<file path="src/rtl/bcd_display_scheduler_if.sv">
// Signal bundle between the timer logic, the shared BCD converter and the
// display scheduler. The scheduler uses the slave side.
interface bcd_display_scheduler_if;
  logic [23:0] vals;
  logic [3:0]  blank;
  logic        upd_req;
  logic        busy;
  logic        upd_done;
  logic [5:0]  conv_bin;
  logic [7:0]  conv_bcd;
  logic        conv_err;
  logic [7:0]  an;
  logic [3:0]  digit;

  modport master (
    output vals, blank, upd_req, conv_bcd,
    input  busy, upd_done, conv_bin, conv_err, an, digit
  );

  modport slave (
    input  vals, blank, upd_req, conv_bcd,
    output busy, upd_done, conv_bin, conv_err, an, digit
  );
endinterface

</file>
<file path="src/rtl/bcd_display_scheduler.sv">
// Shares one binary-to-BCD converter among four 6-bit channels, commits the
// results atomically and scans them onto eight multiplexed seven-segment digits.
module bcd_display_scheduler #(
  parameter int CLK_DIV  = 100000,
  parameter bit LZ_BLANK = 1'b1
) (
  input logic clk,
  input logic reset,
  bcd_display_scheduler_if.slave bus
);

  localparam int CW = (CLK_DIV > 1) ? $clog2(CLK_DIV) : 1;

  typedef enum logic [1:0] {
    IDLE   = 2'd0,
    CONV   = 2'd1,
    COMMIT = 2'd2
  } state_t;

  state_t      state_r;
  logic [1:0]  ch_r;
  logic [5:0]  shadow_r [4];
  logic [7:0]  pend_r   [4];
  logic [7:0]  disp_r   [4];
  logic        busy_r;
  logic        upd_done_r;
  logic        conv_err_r;
  logic [5:0]  conv_bin_r;

  logic [CW-1:0] cnt_r;
  logic [2:0]    slot_r;
  logic [7:0]    an_r;
  logic [3:0]    digit_r;

  logic [1:0]  sel_ch_s;
  logic [3:0]  sel_nib_s;
  logic        sel_blank_s;
  logic [7:0]  sel_an_s;

  function automatic logic bcd_bad(input logic [7:0] bcd);
    return (bcd[7:4] > 4'd9) || (bcd[3:0] > 4'd9);
  endfunction

  // Conversion sequencer: latch, convert each channel in turn, commit at once.
  // conv_bin is registered one step ahead so it always reflects the current ch.
  always_ff @(posedge clk) begin
    if (reset) begin
      state_r    <= IDLE;
      ch_r       <= 2'd0;
      busy_r     <= 1'b0;
      upd_done_r <= 1'b0;
      conv_err_r <= 1'b0;
      conv_bin_r <= 6'd0;
      for (int k = 0; k < 4; k++) begin
        shadow_r[k] <= 6'd0;
        pend_r[k]   <= 8'd0;
        disp_r[k]   <= 8'd0;
      end
    end else begin
      case (state_r)
        IDLE: begin
          if (bus.upd_req) begin
            for (int k = 0; k < 4; k++) begin
              shadow_r[k] <= bus.vals[6*k +: 6];
            end
            ch_r       <= 2'd0;
            conv_bin_r <= bus.vals[5:0];
            busy_r     <= 1'b1;
            state_r    <= CONV;
          end
        end
        CONV: begin
          pend_r[ch_r] <= bus.conv_bcd;
          if (bcd_bad(bus.conv_bcd)) begin
            conv_err_r <= 1'b1;
          end
          if (ch_r == 2'd3) begin
            conv_bin_r <= 6'd0;
            upd_done_r <= 1'b1;
            state_r    <= COMMIT;
          end else begin
            ch_r       <= ch_r + 2'd1;
            conv_bin_r <= shadow_r[ch_r + 2'd1];
          end
        end
        COMMIT: begin
          for (int k = 0; k < 4; k++) begin
            disp_r[k] <= pend_r[k];
          end
          busy_r     <= 1'b0;
          upd_done_r <= 1'b0;
          state_r    <= IDLE;
        end
        default: begin
          busy_r     <= 1'b0;
          upd_done_r <= 1'b0;
          conv_bin_r <= 6'd0;
          state_r    <= IDLE;
        end
      endcase
    end
  end

  // Decode the slot about to be shown: channel, nibble and blanking.
  always_comb begin
    sel_ch_s    = slot_r[2:1];
    sel_nib_s   = slot_r[0] ? disp_r[sel_ch_s][7:4] : disp_r[sel_ch_s][3:0];
    sel_blank_s = bus.blank[sel_ch_s] | (LZ_BLANK & slot_r[0] & (sel_nib_s == 4'd0));
    if (sel_blank_s) begin
      sel_an_s = 8'hFF;
    end else begin
      sel_an_s = ~(8'd1 << slot_r);
    end
  end

  // Refresh timer: slot_r names the digit that the next wrap puts on display,
  // so the first wrap after reset lights digit 0.
  always_ff @(posedge clk) begin
    if (reset) begin
      cnt_r   <= '0;
      slot_r  <= 3'd0;
      an_r    <= 8'hFF;
      digit_r <= 4'd0;
    end else if (cnt_r == CW'(CLK_DIV - 1)) begin
      cnt_r   <= '0;
      slot_r  <= slot_r + 3'd1;
      an_r    <= sel_an_s;
      digit_r <= sel_nib_s;
    end else begin
      cnt_r   <= cnt_r + CW'(1);
    end
  end

  assign bus.busy     = busy_r;
  assign bus.upd_done = upd_done_r;
  assign bus.conv_bin = conv_bin_r;
  assign bus.conv_err = conv_err_r;
  assign bus.an       = an_r;
  assign bus.digit    = digit_r;

endmodule

</file>
<file path="src/flat_wrapper.sv">
// flat-port wrapper written by rule: the top's interface ports become plain ports
module bcd_display_scheduler_flat 
#(
  parameter int CLK_DIV  = 100000,
  parameter bit LZ_BLANK = 1'b1
)
  (clk, reset, bus_vals, bus_blank, bus_upd_req, bus_conv_bcd, bus_busy, bus_upd_done, bus_conv_bin, bus_conv_err, bus_an, bus_digit);
  bcd_display_scheduler_if bus_i ();
  input logic clk;
  input logic reset;
  input wire logic [$bits(bus_i.vals)-1:0] bus_vals;
  input wire logic [$bits(bus_i.blank)-1:0] bus_blank;
  input wire logic [$bits(bus_i.upd_req)-1:0] bus_upd_req;
  input wire logic [$bits(bus_i.conv_bcd)-1:0] bus_conv_bcd;
  output wire logic [$bits(bus_i.busy)-1:0] bus_busy;
  output wire logic [$bits(bus_i.upd_done)-1:0] bus_upd_done;
  output wire logic [$bits(bus_i.conv_bin)-1:0] bus_conv_bin;
  output wire logic [$bits(bus_i.conv_err)-1:0] bus_conv_err;
  output wire logic [$bits(bus_i.an)-1:0] bus_an;
  output wire logic [$bits(bus_i.digit)-1:0] bus_digit;
  assign bus_i.vals = bus_vals;
  assign bus_i.blank = bus_blank;
  assign bus_i.upd_req = bus_upd_req;
  assign bus_i.conv_bcd = bus_conv_bcd;
  assign bus_busy = bus_i.busy;
  assign bus_upd_done = bus_i.upd_done;
  assign bus_conv_bin = bus_i.conv_bin;
  assign bus_conv_err = bus_i.conv_err;
  assign bus_an = bus_i.an;
  assign bus_digit = bus_i.digit;
  bcd_display_scheduler #(.CLK_DIV(CLK_DIV), .LZ_BLANK(LZ_BLANK)) u_core (.clk(clk), .reset(reset), .bus(bus_i));
endmodule
</file>
<file path="config.mk">
export PLATFORM = sky130hd
export DESIGN_NAME = bcd_display_scheduler_flat
export DESIGN_NICKNAME = d
export VERILOG_FILES = /design/src/rtl/bcd_display_scheduler_if.sv /design/src/rtl/bcd_display_scheduler.sv /design/src/flat_wrapper.sv
export SDC_FILE = /design/constraint.sdc
export NUM_CORES = 1
export LEC_CHECK = 0
export ABC_CLOCK_PERIOD_IN_PS = 3650
export BUFFER_PORTS_ARGS = -buffer_cell sky130_fd_sc_hd__buf_2
export CORE_MARGIN = 5
export CORE_UTILIZATION = 40
export DETAILED_ROUTE_END_ITERATION = 8
export MAX_ROUTING_LAYER = met4
export PLACE_DENSITY = 0.62
export REMOVE_ABC_BUFFERS = 1
export SETUP_SLACK_MARGIN = 0.02
export SLEW_MARGIN = 10
export SYNTH_ARGS = -nofsm -noshare
export SYNTH_HDL_FRONTEND = slang
export SYNTH_SLANG_ARGS = --single-unit
</file>
<file path="constraint.sdc">
create_clock -name clk -period 3.65 [get_ports clk]
set_input_delay 0.365 -clock clk [delete_from_list [all_inputs] [get_ports clk]]
set_output_delay 0.365 -clock clk [all_outputs]
set_load 0.01 [all_outputs]
</file>
==> impl_metrics.yaml <==
run_status:
  outcome: "finished clean"
sta:
  timing.final.ws_setup_ps: 1300
  fin_setup_tns_ps: 0
  max_freq_ghz: 0.425
  slew_headroom_pct: 45.8
  period_minus_slack_ps: 2350
  fin_worst_skew_ps: 10.7
  worstMarginPinSlew_ps: 812
  setup_viol: 0
  hold_violations: 0
  hold_ws_ps: 215
  grt_setup_unrepaired: "no"
  finalCritPeriodShare_pct: 64.4
  slew_violations: 0
global_route:
  grt_pass1_vias: 3736
  antenna_found_initial: 0
  grt_pass1_wl_mm: 18.5
  grt_usage_pct: 14.7
  grt_max_degree: 33
  grt_overflow: 0
critical_path:
  critPathRequiredTime_ps: 3760
  crit_buf_inv: 0
  setup.worst_path.end_class: "register"
  regToRegEndpoint: "u_core.pend_r[0][5]"
  cp_slowest_stage_delay_ps: 570
  worstSetupStartpointType: "register"
  cp_top_family: "simple AND/OR/NAND/NOR gates"
  crit_type: "reg -> reg"
  cp.arrival_ps: 2460
  startpoint: "u_core.state_r[1]"
  reg2reg_from: "u_core.state_r[1]"
  cp-endpoint: "u_core.pend_r[0][5]"
  reg2reg_setup_slack_ps: 1300
  crit_fanout: 13
  crit_cells: 4
  slowest_stage: "nor2_1"
  path_cells: "nor2_1 -> nand2_1 -> nor3_1 -> or2_2"
  worstRegToRegCells: 4
synthesis:
  synth_edf_count: 88
  synth_seq_cells: 135
  synth_cells: 458
  synth.most_common_cell: "edfxtp_1"
  yosysUniqueCellTypes: 49
  syn_area_per_cell_um2: 12.7
  netlist.area_leader.share_pct: 45.6
  async_flop_share_pct: 0
  synth_seq_area_share_pct: 61.8
  ys.flop_type: "edfxtp_1"
  synthesis.area_um2: 5800
  synth_top_area_cell: "edfxtp_1"
  synth_area_leaders: "edfxtp_1 46%, dfxtp_1 16%, and2_1 8.6%"
  netlist_top_cells_count: "88 x edfxtp_1, 80 x and2_1, 47 x dfxtp_1"
  yosys_warnings: 0
die:
  die-area_um2: 17000
  core-area_um2: 14400
  die_y_um: 130
  start_util_pct: 40.3
  ios: 60
  die_x_um: 130
  rows: 44
power_and_ir_drop:
  swShare_pct: 21.0
  ir_drop_uv: 303
  p_seq_share_pct: 49.2
  intPower_mw: 2.77
  clkPwrFrac_pct: 45.9
  p_comb_share_pct: 4.9
  p_sw_mw: 0.735
  p_leak_nw: 2.64
  power-per-cell-area_nw_per_um2: 514
clock_tree:
  hold_buffers: 0
  cts_tree: "done"
  htree_num_levels: 4
  clock_sinks: 135
  post_cts_resized: 0
  clk_latency_ps: 420
  cts_setup_buffers: 0
  cts-root-buf: "clkbuf_16"
  clockBufferDepth: 2
  path_clk_slew_ps: 60
  cts_made_buffers: 17
placed_design:
  numPortBuffers: 59
  post-place-ws_ps: 1260
  hpwlAfterDp_mm: 7.80
  gp_congestion: 0.813
finish:
  num-nets-final: 563
  drive_gt1_share_pct: 20.2
  diodes: 0
  synthToLayoutAreaGrowth_pct: 17.6
  fillCellCount: 1258
job:
  drv_cap: 0
routing:
  vias: 3575
  ant_nets: 0
  drc: 0
  wl_per_cell_um: 15.7
  firstDrtPassIters: 5
  drt-initial-drc-count: 316
  vias_per_cell: 5.01
  route.final.wire_length_mm: 11.2
hold_path:
  hold_start: "bus_vals[18]"
  hp-class: "in -> reg"
## stage by stage
step           instances  instance area [um^2]  util, %  power (mW)
3_5_place_dp         681                  6270     43.6        1.93
6_report             713                  6820     47.4        3.50
5_1_grt              713                  6820     47.4        3.62
4_1_cts              713                  6820     47.4        3.53
3_3_place_gp         681                  6270     43.6        1.92
2_1_floorplan        431                  5680        -        1.85
## layout by cell type (no fill, tap or decap), types with 4 or more instances in the layout
cell       count
mux2i_1       11
and4_1         4
and3_1        14
inv_1          7
nand2b_1       4
buf_4          7
mux4_1         5
dfxtp_1       47
mux4_2         8
nor3_1        11
ha_1           8
clkbuf_16     17
clkinv_2       4
buf_2         59
nand2_1       20
edfxtp_1      88
a41oi_1        5
o21a_1         5
o21ai_0        7
xnor2_1        6
a31oi_1        7
nor2_1        28
clkbuf_1       5
and2_1        80
nand3_1       16
xor2_1         8
nor2b_1        6
## flip-flops by register name, summed over array words and instances, names as in the netlist, named ones only
register	cells
u_core.bus.an	8
u_core.bus.busy	1
u_core.bus.conv_bin	6
u_core.bus.conv_err	1
u_core.bus.digit	4
u_core.bus.upd_done	1
u_core.ch_r	2
u_core.cnt_r	17
u_core.disp_r	32
u_core.pend_r	32
u_core.shadow_r	24
u_core.slot_r	3
u_core.state_r	2
## routing by layer
layer	vias to the layer above	part of all wire [%]	GRT usage, %
li1	1767	-	-
met1	1700	46	18.0
met2	84	47	22.5
met3	24	5.2	4.92
met4	0	1.7	6.29
met5	-	0	-
## area by class of cell
type,count,area (um^2),area share (%)
Sequential cell,135,3580,52.6
Multi-Input combinational cell,289,2080,30.5
Clock buffer,22,444,6.52
Timing Repair Buffer,66,348,5.10
Tap cell,184,230,3.38
Clock inverter,10,106,1.56
Inverter,7,26.3,0.385
## cells by family (layout without fill, tap and decap cells)
kind of cell	after synthesis	in the layout	synth area share, %
flip-flops	135	135	61.8
buffers and inverters	34	105	2.48
multiplexers	25	25	7.47
AO/OA/AOI/OAI	41	41	4.92
adder cells (fa/ha/maj)	8	8	1.73
AND/OR/NAND/NOR	201	201	19.5
XOR/XNOR	14	14	2.12
## power by group through the flow
stage,registers (mW),clock network (mW),logic (mW)
CTS,1.72,1.63,0.174
global route,1.73,1.70,0.191
finish,1.72,1.61,0.171
detailed placement,1.75,0,0.174
global placement,1.75,0,0.168
floorplan,1.75,0,0.0944
## how the worst min path moves through the flow
stage                       endpoint  slack [ps]  cells past startpoint
3_5_place_dp     u_core.bus.upd_done         450                      1
5_1_grt        u_core.shadow_r[1][3]         210                      2
3_3_place_gp         u_core.cnt_r[0]         440                      1
2_1_floorplan        u_core.cnt_r[0]         430                      1
6_report       u_core.shadow_r[3][0]         220                      2
4_1_cts        u_core.shadow_r[3][0]         200                      2
## worst reg2reg max path, cell delays in order (launching register included)
cell and delay [ps]:
dfxtp_1 390, nor2_1 570, nand2_1 190, nor3_1 550, or2_2 340
No activity file was read; power rests on OpenSTA's default activity.
